<file path="src/rtl/mips_pkg.sv">
`default_nettype none
// ============================================================================
//  Module      : mips_pkg
//  Description : Shared types and constants for the MIPS instruction-fetch
//                stage: fetch FSM states, IF/ID register layout, nop word,
//                default reset vector and the PC increment helper.
//  Revision    : 1.0 - initial release
// ============================================================================
package mips_pkg;

    // Fetch sequencer states
    typedef enum logic [1:0] {
        FETCH_IDLE = 2'd0,   // no request outstanding
        FETCH_WAIT = 2'd1,   // request outstanding, response will be used
        FETCH_DROP = 2'd2,   // request outstanding, response will be discarded
        FETCH_HOLD = 2'd3    // response captured while stalled, waiting to enter IF/ID
    } fetch_state_t;

    // IF/ID pipeline register contents
    typedef struct packed {
        logic [31:0] pc4;
        logic [31:0] instr;
        logic        valid;
    } if_id_t;

    localparam logic [31:0] NOP_INSTR        = 32'h0000_0000;
    localparam logic [31:0] DEFAULT_RESET_PC = 32'h0000_0000;

    // Sequential PC, wrapping modulo 2^32
    function automatic logic [31:0] pcPlus4(input logic [31:0] pc);
        return pc + 32'd4;
    endfunction

endpackage
`default_nettype wire

</file>
<file path="src/rtl/if_fetch_stage_pc_next_sel.sv">
`default_nettype none
// ============================================================================
//  Module      : pc_next_sel
//  Description : Redirect priority mux for the fetch stage. A redirect is only
//                raised when the pipeline is not frozen; jr beats j beats a
//                taken branch.
//  Revision    : 1.0 - initial release
// ============================================================================
module pc_next_sel (
    input  logic        Stall,
    input  logic        JR,
    input  logic        J,
    input  logic        Z,
    input  logic [31:0] JrAddr,
    input  logic [31:0] JumpAddr,
    input  logic [31:0] BranchAddr,
    output logic        redirect,
    output logic [31:0] target
);

    // Pick the highest-priority redirect source; frozen pipeline ignores all of them
    always_comb begin
        redirect = 1'b0;
        target   = BranchAddr;
        if (!Stall) begin
            if (JR) begin
                redirect = 1'b1;
                target   = JrAddr;
            end else if (J) begin
                redirect = 1'b1;
                target   = JumpAddr;
            end else if (Z) begin
                redirect = 1'b1;
                target   = BranchAddr;
            end
        end
    end

endmodule
`default_nettype wire

</file>
<file path="src/rtl/if_fetch_stage.sv">
`default_nettype none
// ============================================================================
//  Module      : if_fetch_stage
//  Description : Instruction-fetch stage of the 5-stage MIPS pipeline. Holds
//                the PC, runs one-outstanding-request fetches to instruction
//                memory, loads IF/ID and squashes wrong-path instructions on
//                branch / jump / jr redirects (no delay slot).
//  Revision    : 1.0 - initial release
// ============================================================================
module if_fetch_stage
    import mips_pkg::*;
#(
    parameter logic [31:0] RESET_PC = DEFAULT_RESET_PC
) (
    input  logic        clk,
    input  logic        rst_n,
    input  logic        Stall,
    input  logic        Z,
    input  logic [31:0] BranchAddr,
    input  logic        J,
    input  logic [31:0] JumpAddr,
    input  logic        JR,
    input  logic [31:0] JrAddr,
    output logic        imem_req,
    output logic [31:0] imem_addr,
    input  logic        imem_rvalid,
    input  logic [31:0] imem_rdata,
    output logic [31:0] IF_ID_PC4,
    output logic [31:0] IF_ID_Instr,
    output logic        IF_ID_Valid
);

    localparam if_id_t c_ifIdBubble = '{pc4: 32'h0, instr: NOP_INSTR, valid: 1'b0};

    fetch_state_t r_state;
    fetch_state_t w_nextState;
    logic [31:0]  r_pc;
    logic [31:0]  w_pcNext;
    logic [31:0]  w_pc4;
    if_id_t       r_ifId;
    if_id_t       w_ifIdNext;
    logic [31:0]  r_hold;
    logic [31:0]  w_holdNext;
    logic         w_redirect;
    logic [31:0]  w_target;

    pc_next_sel u_pcNextSel (
        .Stall      (Stall),
        .JR         (JR),
        .J          (J),
        .Z          (Z),
        .JrAddr     (JrAddr),
        .JumpAddr   (JumpAddr),
        .BranchAddr (BranchAddr),
        .redirect   (w_redirect),
        .target     (w_target)
    );

    assign w_pc4 = pcPlus4(r_pc);

    // Fetch FSM state register
    always_ff @(posedge clk) begin
        if (!rst_n) begin
            r_state <= FETCH_IDLE;
        end else begin
            r_state <= w_nextState;
        end
    end

    // Next state plus next PC / IF/ID / hold values
    always_comb begin
        w_nextState = r_state;
        w_pcNext    = r_pc;
        w_ifIdNext  = r_ifId;
        w_holdNext  = r_hold;
        // Unfrozen cycles insert a bubble unless an instruction is accepted
        // below; a redirect is only possible when unfrozen, so this is also the flush.
        if (!Stall) begin
            w_ifIdNext = c_ifIdBubble;
        end
        if (w_redirect) begin
            w_pcNext = w_target;
        end
        case (r_state)
            FETCH_IDLE: begin
                // Any response seen here belongs to a request killed by reset
                if (!w_redirect && !Stall) begin
                    w_nextState = FETCH_WAIT;
                end
            end
            FETCH_WAIT: begin
                if (w_redirect) begin
                    w_nextState = imem_rvalid ? FETCH_IDLE : FETCH_DROP;
                end else if (imem_rvalid && Stall) begin
                    w_holdNext  = imem_rdata;
                    w_nextState = FETCH_HOLD;
                end else if (imem_rvalid) begin
                    w_ifIdNext = '{pc4: w_pc4, instr: imem_rdata, valid: 1'b1};
                    w_pcNext   = w_pc4;
                end
            end
            FETCH_DROP: begin
                // A redirect arriving together with the stale response must
                // still leave DROP, otherwise nothing would ever answer again.
                if (imem_rvalid) begin
                    w_nextState = FETCH_IDLE;
                end
            end
            FETCH_HOLD: begin
                if (w_redirect) begin
                    w_nextState = FETCH_IDLE;
                end else if (!Stall) begin
                    w_ifIdNext  = '{pc4: w_pc4, instr: r_hold, valid: 1'b1};
                    w_pcNext    = w_pc4;
                    w_nextState = FETCH_IDLE;
                end
            end
            default: begin
                w_nextState = FETCH_IDLE;
            end
        endcase
    end

    // Memory request: new fetch from IDLE, or back-to-back fetch as a response lands
    always_comb begin
        imem_req  = 1'b0;
        imem_addr = r_pc;
        if (rst_n && !Stall && !w_redirect) begin
            case (r_state)
                FETCH_IDLE: begin
                    imem_req  = 1'b1;
                    imem_addr = r_pc;
                end
                FETCH_WAIT: begin
                    if (imem_rvalid) begin
                        imem_req  = 1'b1;
                        imem_addr = w_pc4;
                    end
                end
                default: begin
                    imem_req  = 1'b0;
                    imem_addr = r_pc;
                end
            endcase
        end
    end

    // PC, IF/ID and hold registers
    always_ff @(posedge clk) begin
        if (!rst_n) begin
            r_pc   <= RESET_PC;
            r_ifId <= c_ifIdBubble;
            r_hold <= 32'h0;
        end else begin
            r_pc   <= w_pcNext;
            r_ifId <= w_ifIdNext;
            r_hold <= w_holdNext;
        end
    end

    assign IF_ID_PC4   = r_ifId.pc4;
    assign IF_ID_Instr = r_ifId.instr;
    assign IF_ID_Valid = r_ifId.valid;

endmodule
`default_nettype wire
</file>
<file path="config.mk">
export PLATFORM = sky130hd
export DESIGN_NAME = if_fetch_stage
export DESIGN_NICKNAME = d
export VERILOG_FILES = /design/src/rtl/mips_pkg.sv /design/src/rtl/if_fetch_stage_pc_next_sel.sv /design/src/rtl/if_fetch_stage.sv
export SDC_FILE = /design/constraint.sdc
export NUM_CORES = 1
export LEC_CHECK = 0
export CAP_MARGIN = 20
export CORE_UTILIZATION = 43
export DETAILED_ROUTE_END_ITERATION = 6
export PLACE_DENSITY = 0.88
export SLEW_MARGIN = 5
export SYNTH_ARGS = -nofsm -noshare
export SYNTH_HDL_FRONTEND = slang
export SYNTH_SLANG_ARGS = --single-unit
</file>
<file path="constraint.sdc">
create_clock -name clk -period 2.5 [get_ports clk]
set_input_delay 0.5 -clock clk [delete_from_list [all_inputs] [get_ports clk]]
set_output_delay 0.5 -clock clk [all_outputs]
set_load 0.005 [all_outputs]
</file>
After elaboration in Yosys (flattened, before gate mapping)
Index checks and enable logic that the tools add are counted.

Output and inout port bits: 98. Input bits: 135. Register bits: 131.

Eq/ne operators: 7. Bitwise gates (word level): 1. $add $sub $neg: 1. Reduce and logical (&&, ||, !) cells: 9. Multiplexer cells: 35.

Operators by type and width (number): two-way mux 65 bit (6); two-way mux 32 bit (12); case mux 65 bit (2 select lines) (1); case mux 32 bit (2 select lines) (1); adder 32 x 3 -> 32 bit, second input constant (1); two-way mux 2 bit (7); case mux 2 bit (4 select lines) (1); two-way mux 1 bit (6); != test 3 bit, second input constant (2); == test 2 bit, second input constant (2); logical AND 1 bit (4); != test 2 bit, second input constant (2); AND reduction 4 bit (1); AND reduction 3 bit (1); == test 2 x 1 -> 1 bit, second input constant (1); logical NOT 1 bit (2); logical NOT 2 bit (1); case mux 1 bit (2 select lines) (1); inverter 1 bit (1).

Depth between registers and ports, before layout
Gate-level depths: netlist of the first run.

Depth in word-level cells: 9. Depth in mapped cells: 9.

Modules after synthesis
A second synthesis of the first run with hierarchy kept.

Cell total of the unflattened synthesis: 917. Area, all modules: 7048.0 um2.

By module, submodules not included: if_fetch_stage (instances 1, area each 6197.2 um2, cells an instance 771); pc_next_sel (instances 1, area each 850.8 um2, cells an instance 146).

Least setup slack after synthesis of the first run
Ideal clock, no wire load.

Path kind: input port to output port. Start point: input JR. End point: output imem_addr[21]. Required time: 2.000 ns. Arrival: 2.125 ns. Stages on the path: 8. Slack: -0.125 ns. Cells stage by stage: clkbuf_1 or3_1 buf_2 nor3_2 nand2_1 buf_2 nor2_1 xor2_1.

Cells in the longest elaborated chain, start to end: 5.

RTL lines: from (decl) (line if_fetch_stage.sv:22) `input logic JR,`; two-way mux 1 bit (line if_fetch_stage_pc_next_sel.sv:26) `if (JR) begin`; two-way mux 1 bit (line if_fetch_stage_pc_next_sel.sv:25) `if (!Stall) begin`; logical NOT 1 bit (line if_fetch_stage.sv:128) `if (rst_n && !Stall && !w_redirect) begin`; logical AND 1 bit (line if_fetch_stage.sv:128); two-way mux 32 bit (line if_fetch_stage.sv:128); to (decl) (line if_fetch_stage.sv:25) `output logic [31:0] imem_addr,`.

Every way passes these cells.

Final worst setup path of the first run
Start point: register r_pc[2]. End point: output imem_addr[28].

Cells in the longest elaborated chain, start to end: 4.

RTL lines: from (decl) (line if_fetch_stage.sv:37) `logic [31:0] r_pc;`; from (signal assigned) (line if_fetch_stage.sv:155) `r_pc <= w_pcNext;`; adder 32 x 3 -> 32 bit (line mips_pkg.sv:31) `return pc + 32'd4;`; two-way mux 32 bit (line if_fetch_stage.sv:135) `if (imem_rvalid) begin`; two-way mux 32 bit (line if_fetch_stage.sv:129) `case (r_state)`; two-way mux 32 bit (line if_fetch_stage.sv:128).

Every way passes these cells.

==> results of run 1 <==
metal layers:
metal	GRT usage, %	share of wire, %	up-vias	routed length, um
met3	7.15	9.4	154	2990
li1	-	-	4147	-
met2	54.3	48	637	15100
met4	18.9	5.2	0	1640
met5	0	0	-	0
met1	41.4	38	4273	12000
area by class of cell:
type / count / area (um^2)
repair buffers: 436 / 3910
fillers: 1197 / 4460
clock inverters: 15 / 206
multi-input cells: 713 / 4790
flip-flops and latches: 131 / 2650
inverters: 13 / 48.8
clock buffers: 17 / 425
well taps: 220 / 275
sequential cells by signal (all words and copies together), names as in the netlist:
signal / flops
r_hold: 32
r_pc: 32
IF_ID_Valid: 1
IF_ID_Instr: 32
IF_ID_PC4: 32
r_state: 2
cells by family (layout without fill, tap and decap cells):
family	Yosys count	count (layout)	share of synthesized area [%]
simple gates	354	354	22.6
compound gates	268	268	24.4
flops	131	131	35.2
buf+inv	116	481	6.69
xor+xnor	63	63	7.40
mux	27	27	3.62
fa+ha+maj	1	1	0.168
repair_timing:
item                       4_1_cts  5_1_grt
resized for setup              206       66
buffers inserted                30       31
hold buffers                     0        0
pin swaps                       47       49
setup endpoints to repair       31       28
hold endpoints to repair         0        0
critical path: stages, from the launching register on:
cell     delay (ns)
dfxtp_4        0.36
buf_6          0.10
ha_4           0.13
and4_4         0.23
nand4_1        0.18
buf_4          0.21
nor4_4         0.32
nand3_2        0.16
nor2_2         0.13
xor2_1         0.15
buf_2          0.13
worst max-delay path by stage:
stage	startpoint	end	slack, ns	cells after the start
2_1_floorplan	JR	imem_addr[21]	-0.01	8
3_3_place_gp	JR	imem_addr[8]	-0.95	8
3_5_place_dp	JR	imem_addr[13]	-0.98	8
4_1_cts	r_pc[2]$_SDFF_PN0_	imem_addr[29]	-0.43	9
5_1_grt	r_pc[2]$_SDFF_PN0_	imem_addr[28]	-0.56	10
6_report	r_pc[2]$_SDFF_PN0_	imem_addr[28]	-0.52	10
placed cells by master (no fill, tap or decap), types with 8 or more instances in the layout:
cell             instances
a211oi_1                11
a21boi_0                 8
a21oi_1                 75
a221oi_1                13
a222oi_1                33
a22oi_1                 16
and3_1                   9
buf_2                   29
buf_4                  164
buf_6                   36
clkbuf_16               17
clkdlybuf4s50_1        195
dfxtp_1                118
dfxtp_2                  9
inv_1                   12
mux2i_1                 27
nand2_1                127
nand3_1                 18
nand4_1                 14
nor2_1                  52
nor2_4                  10
nor2b_1                 51
nor3_1                  11
o211ai_1                 8
o21ai_0                 55
xnor2_1                 29
xnor2_2                  9
xor2_1                  25
per-stage QoR:
| step | total power [uW] | TNS [ns] |
|---|---|---|
| 2_1_floorplan | 2640 | -0.0623 |
| 3_3_place_gp | 3140 | -26.83 |
| 3_5_place_dp | 3150 | -29.17 |
| 4_1_cts | 5820 | -3.63 |
| 5_1_grt | 6050 | -7.36 |
| 6_report | 5890 | -5.91 |
power by group:
| part | switching [uW] | total, uW | internal (uW) |
|---|---|---|---|
| Clock | 1020 | 2700 | 1680 |
| Sequential | 43.5 | 2180 | 2140 |
| Combinational | 483 | 1010 | 528 |
| Total | 1550 | 5890 | 4340 |
==> summary.txt, run 1 <==
Run status
  – Status: finished, violations left
  – Failing checks: DRC, setup timing

Logic synthesis
  – Gate Count Post-Synth: 960
  – Synth Warn #: 0
  – Synth area leaders: dfxtp_1 (35%), nand2_1 (6.9%), a21oi_1 (5.0%), xnor2_1 (4.5%), a222oi_1 (4.4%)
  – Post-synth top cells: nand2_1 (138), dfxtp_1 (131), a21oi_1 (75)
  – Cell with the most instances after synthesis: nand2_1
  – Number of synthesized flops with an enable pin: 0
  – Cell accounting for the most synthesized area: dfxtp_1
  – Synth unique cells: 56
  – Synth Register Bits: 131
  – Syn_nets: 1096
  – Post-synth top area share: 35.2%
  – Post-synthesis sequential area ratio: 35.2%
  – Post-synth ARST share: 0%
  – Synth Cell Area: 7460 um^2
  – Mean Syn Cell Area: 7.77 um^2
  – Dominant synthesized flop cell: dfxtp_1

Die
  – # rows: 47
  – Full die area: 17900 um^2
  – Initial core utilization: 44.5%
  – Die X: 134 um
  – DIE HEIGHT: 134 um
  – Core ar.: 16800 um^2
  – Top Ports: 233

Clock tree
  – Worst-path clk slew: 0.06 ns
  – CTS H-tree lvls: 4
  – Clock Path Buffers: 2
  – Clk sink count: 131
  – Inserted Clock Buffers: 17
  – Clock latency on the worst-skew pair: 0.43 ns
  – Clk root buf: clkbuf_16
  – CTS tree: done

Layout
  – Final core occ: 73.4%
  – Post-route insts no fill: 1545
  – # diodes: 0
  – Share of layout cells above drive strength 1: 26.9%
  – Layout Nets: 1448
  – Final Cell Area: 12300 um^2
  – Synthesis-to-layout area growth: 64.9%

Timing
  – Fmax: 331 MHz
  – Fin. Hold Viols: 0
  – Setup Skew: 0.0115 ns
  – Setup violations, final: 24
  – Final min period: 3.02 ns
  – Worst slew margin: 53.0%
  – Final Max Tran Viols: 0
  – Period utilization: 121%
  – RSZ-0062 raised after global routing: true
  – Final setup margin: -0.521 ns
  – Worst-margin pin slew: 0.705 ns
  – Final hold slack: 0.454 ns

Global route
  – Total global-route track usage: 33.6%
  – Initial antenna violation count: 0
  – Vias in the first global route: 8792
  – Largest net degree at the start of global routing: 73
  – GRT overflow: 0
  – First-pass GRT wire length: 46.8 mm

Placed design
  – IO buf count: 232
  – Cells after DPL: 1459
  – DP Wirelength: 20.7 mm
  – Placed cell area: 10800 um^2
  – Pre-CTS worst setup slack: -0.984 ns
  – Final RePlAce weighted congestion: 0.987

Power and ir drop
  – P_leak: 0.00487 uW
  – PwrDens: 478 nW/um^2
  – VDD IR max: 0.000531 V

Routing
  – Vias per std cell: 5.96
  – Initial DRT Pass Iterations: 7
  – Via count: 9211
  – WL/cell: 20.5 um
  – Initial DRC Count: 1325
  – Post-route antenna net violation count: 0
  – Total Wirelength: 31.7 mm
  – DRC viols: 10

Worst setup path
  – Critical path capture point type: primary output
  – Worst setup path class: flop to primary output
  – Flop2flop setup slack: 0.14 ns
  – Startpoint Class: flop
  – Worst reg2reg path endpoint: r_pc[27]$_SDFF_PN0_
  – WP data required: 2.00 ns
  – Worst r2r path cells: 10
  – RR Startpoint: r_pc[2]$_SDFF_PN0_
  – Worst path arrival time: 2.52 ns
  – Worst Path Max Fanout: 3

Min path
  – Hold endpoint: r_hold[4]$_SDFFE_PN0P_
  – Startpoint of the worst hold path: r_hold[4]$_SDFFE_PN0P_
  – Hold Path Depth: 2
  – Hold Path Class: flop to flop

Run
  – Max Cap Violations: 0
(Power assumes the default switching activity.)
==> run 2, diff against run 1 <==
--- a/config.mk
+++ b/config.mk
@@ -6,9 +6,10 @@
 export NUM_CORES = 1
 export LEC_CHECK = 0
 export CAP_MARGIN = 20
-export CORE_UTILIZATION = 43
+export CORE_UTILIZATION = 58
 export DETAILED_ROUTE_END_ITERATION = 6
-export PLACE_DENSITY = 0.88
+export DONT_BUFFER_PORTS = 1
+export PLACE_DENSITY = 0.78
 export SLEW_MARGIN = 5
 export SYNTH_ARGS = -nofsm -noshare
 export SYNTH_HDL_FRONTEND = slang
==> constraint.sdc (replaced) <==
create_clock -name clk -period 2.75 [get_ports clk]
set_input_delay 0.55 -clock clk [delete_from_list [all_inputs] [get_ports clk]]
set_output_delay 0.55 -clock clk [all_outputs]
set_load 0.005 [all_outputs]
==> summary.txt, run 2 (synthesized netlist as in run 1, its figures left out) <==
Run status
  – Status: complete, no violations

Placed design
  – IO buf count: 0 (-100%)
  – DP Wirelength: 15.9 mm (-23%)
  – Final RePlAce weighted congestion: 1.01 (+2.1%)
  – Pre-CTS worst setup slack: 0.141 ns (+1.12 ns)

Worst setup path
  – CP max stage delay: 0.47 ns (+0.11 ns)
  – CP Cell Sequence: nand3_2 -> nor4_2 -> buf_4 -> nand3_2 -> or4_4 -> nor2_4 -> xnor2_2
  – Critical path capture point type: primary output
  – WP data required: 2.20 ns (+0.20 ns)
  – Top delay family on crit path: simple AND/OR/NAND/NOR gates
  – Worst reg2reg path endpoint: r_pc[22]$_SDFF_PN0_
  – CP max stage cell: or4_4
  – Levels on crit path: 7 (-3)
  – CP most frequent cell: nand3_2
  – RR Startpoint: r_pc[8]$_SDFF_PN0_
  – Worst Path Max Fanout: 6 (+3)
  – Worst r2r path cells: 9 (-1)
  – Worst setup path class: flop to primary output
  – Flop2flop setup slack: 0.58 ns (+0.44 ns)
  – Startpoint Class: flop
  – Worst path arrival time: 2.19 ns (-0.33 ns)
  – CP Launch Point: r_pc[2]$_SDFF_PN0_
  – Worst Setup EP: imem_addr[29]
  – Worst path bufs/invs: 1 (-2)

Power and ir drop
  – PnR Total Power: 4770 uW (-19%)
  – P_leak: 0.00311 uW (-36%)
  – VDD IR max: 0.000646 V (+22%)
  – Clk pwr share: 48.3% (+2.5 points)
  – Seq pwr share: 41.8% (+4.8 points)
  – Combinational Power Share: 9.8% (-7.4 points)
  – Sw power: 1180 uW (-24%)
  – Switching Share: 24.7% (-1.6 points)
  – Int Pwr: 3590 uW (-17%)
  – PwrDens: 553 nW/um^2 (+16%)

Routing
  – Total Wirelength: 23.7 mm (-25%)
  – DRC viols: 0 (-10)
  – Initial DRT Pass Iterations: 7 (unchanged)
  – Vias per std cell: 6.53 (+9.6%)
  – Via count: 7395 (-20%)
  – WL/cell: 20.9 um (+1.9%)
  – Post-route antenna net violation count: 0 (unchanged)
  – Initial DRC Count: 869 (-34%)

Layout
  – Layout fillers: 997 (-17%)
  – Most frequent cells in the layout: nand2_1 (136), dfxtp_1 (121), a21oi_1 (75)
  – Most common cell after layout, fill and taps aside: nand2_1
  – Layout Nets: 1083 (-25%)
  – # diodes: 0 (unchanged)
  – Share of layout cells above drive strength 1: 15.6% (-11 points)
  – Synthesis-to-layout area growth: 15.6%

Timing
  – Final min period: 2.74 ns
  – Setup violations, final: 0 (-100%)
  – Setup Skew: 0.00940 ns (-0.00208 ns)
  – Fin. Hold Viols: 0 (unchanged)
  – Fmax: 365 MHz
  – Final Max Tran Viols: 0 (unchanged)
  – Final hold slack: 0.254 ns (-0.200 ns)
  – Worst slew margin: 56.9% (+3.9 points)
  – Final setup margin: 0.00912 ns (+0.530 ns)
  – RSZ-0062 raised after global routing: true
  – Period utilization: 99.7%
  – Worst-margin pin slew: 0.646 ns (-0.0592 ns)

Min path
  – Hold Path Class: input port to flop

Global route
  – First-pass GRT wire length: 35.2 mm (-25%)
  – Total global-route track usage: 34.5% (+0.89 points)
  – GRT overflow: 0 (unchanged)
  – Vias in the first global route: 6547 (-26%)
  – Initial antenna violation count: 0 (unchanged)
  – Largest net degree at the start of global routing: 96 (+32%)

Clock tree
  – CTS tree: done
  – Hold buffer count at cts: 0 (unchanged)
  – Worst-path clk slew: 0.06 ns (about the same)
  – Clock latency on the worst-skew pair: 0.42 ns (about the same)
  – Clk root buf: clkbuf_16
  – Clock Path Buffers: 2 (unchanged)
  – CTS H-tree lvls: 4 (unchanged)
  – Clk sink count: 131 (unchanged)
  – Inserted Clock Buffers: 17 (unchanged)

Die
  – Initial core utilization: 59.4% (+15 points)
  – # rows: 41 (-13%)
  – Full die area: 13300 um^2 (-25%)
  – Die X: 115 um (-14%)
  – DIE HEIGHT: 115 um (-14%)
  – Top Ports: 233 (unchanged)
  – Core ar.: 12600 um^2 (-25%)

Run
  – Max Cap Violations: 0 (unchanged)
==> run 2: cell count changes in the layout (fill, tap and decap cells not counted), sizes merged <==
cell | before | now
clkdlybuf4s15 | 1 | 0
clkinv | 6 | 7
clkdlybuf4s50 | 195 | 0
dlygate4sd2 | 2 | 0
buf | 236 | 71
inv | 14 | 13
clkinvlp | 4 | 3
bufinv | 4 | 3
==> run 2: cell type report <==
type / instances / area [um^2] / area share [%]
Clock inverter: 13 / 159 / 1.84
Tap cell: 172 / 215 / 2.49
Clock buffer: 19 / 443 / 5.13
Inverter: 13 / 48.8 / 0.566
Sequential cell: 131 / 2650 / 30.7
Timing Repair Buffer: 71 / 558 / 6.47
Multi-Input combinational cell: 713 / 4550 / 52.8
==> run 2: repair_timing <==
item	4_1_cts	5_1_grt
buffers inserted	3	2
resized for setup	35	18
pin swaps	5	8
setup endpoints to repair	11	9
==> run 2: worst min-delay path by stage <==
stage,startpoint,endpoint,slack [ns],depth (start not counted)
floorplan,r_hold[0]$_SDFFE_PN0P_,r_hold[0]$_SDFFE_PN0P_,0.44,2
global placement,r_hold[19]$_SDFFE_PN0P_,r_hold[19]$_SDFFE_PN0P_,0.44,2
detailed placement,r_hold[24]$_SDFFE_PN0P_,r_hold[24]$_SDFFE_PN0P_,0.45,2
CTS,rst_n,r_pc[2]$_SDFF_PN0_,0.24,1
global route,rst_n,r_pc[2]$_SDFF_PN0_,0.24,1
finish,rst_n,r_pc[2]$_SDFF_PN0_,0.25,1
==> run 2: worst register-to-register path: stages (launching register included) <==
cell      delay, ns
dfxtp_1        0.33
buf_4          0.18
and4_1         0.27
nand4_1        0.21
buf_4          0.23
nor3_4         0.22
buf_4          0.18
nand2_1        0.06
xor2_1         0.15
a311oi_1       0.25
==> run 2: layer usage <==
metal / GRT usage, % / part of all wire [%]
met1: 45.7 / 39
met2: 53.2 / 47
met4: 14.4 / 3.0
met5: 0 / 0
met3: 9.10 / 11
==> run 2: power groups by stage <==
stage	logic, uW	clock network, uW	registers (uW)
after floorplan	405	0	2000
after global placement	439	0	2030
after detailed placement	444	0	2030
after CTS	451	2320	1990
after global routing	505	2410	2000
final	469	2310	2000
==> run 2: per-stage QoR <==
step	util, %	area, um^2	instances	setup TNS [ns]
6_report	68.6	8630	1132	0
5_1_grt	68.6	8630	1132	-0.233
4_1_cts	67.6	8500	1129	-0.0178
3_5_place_dp	61.7	7750	1094	0
3_3_place_gp	61.7	7750	1094	0
2_1_floorplan	-	7460	960	0
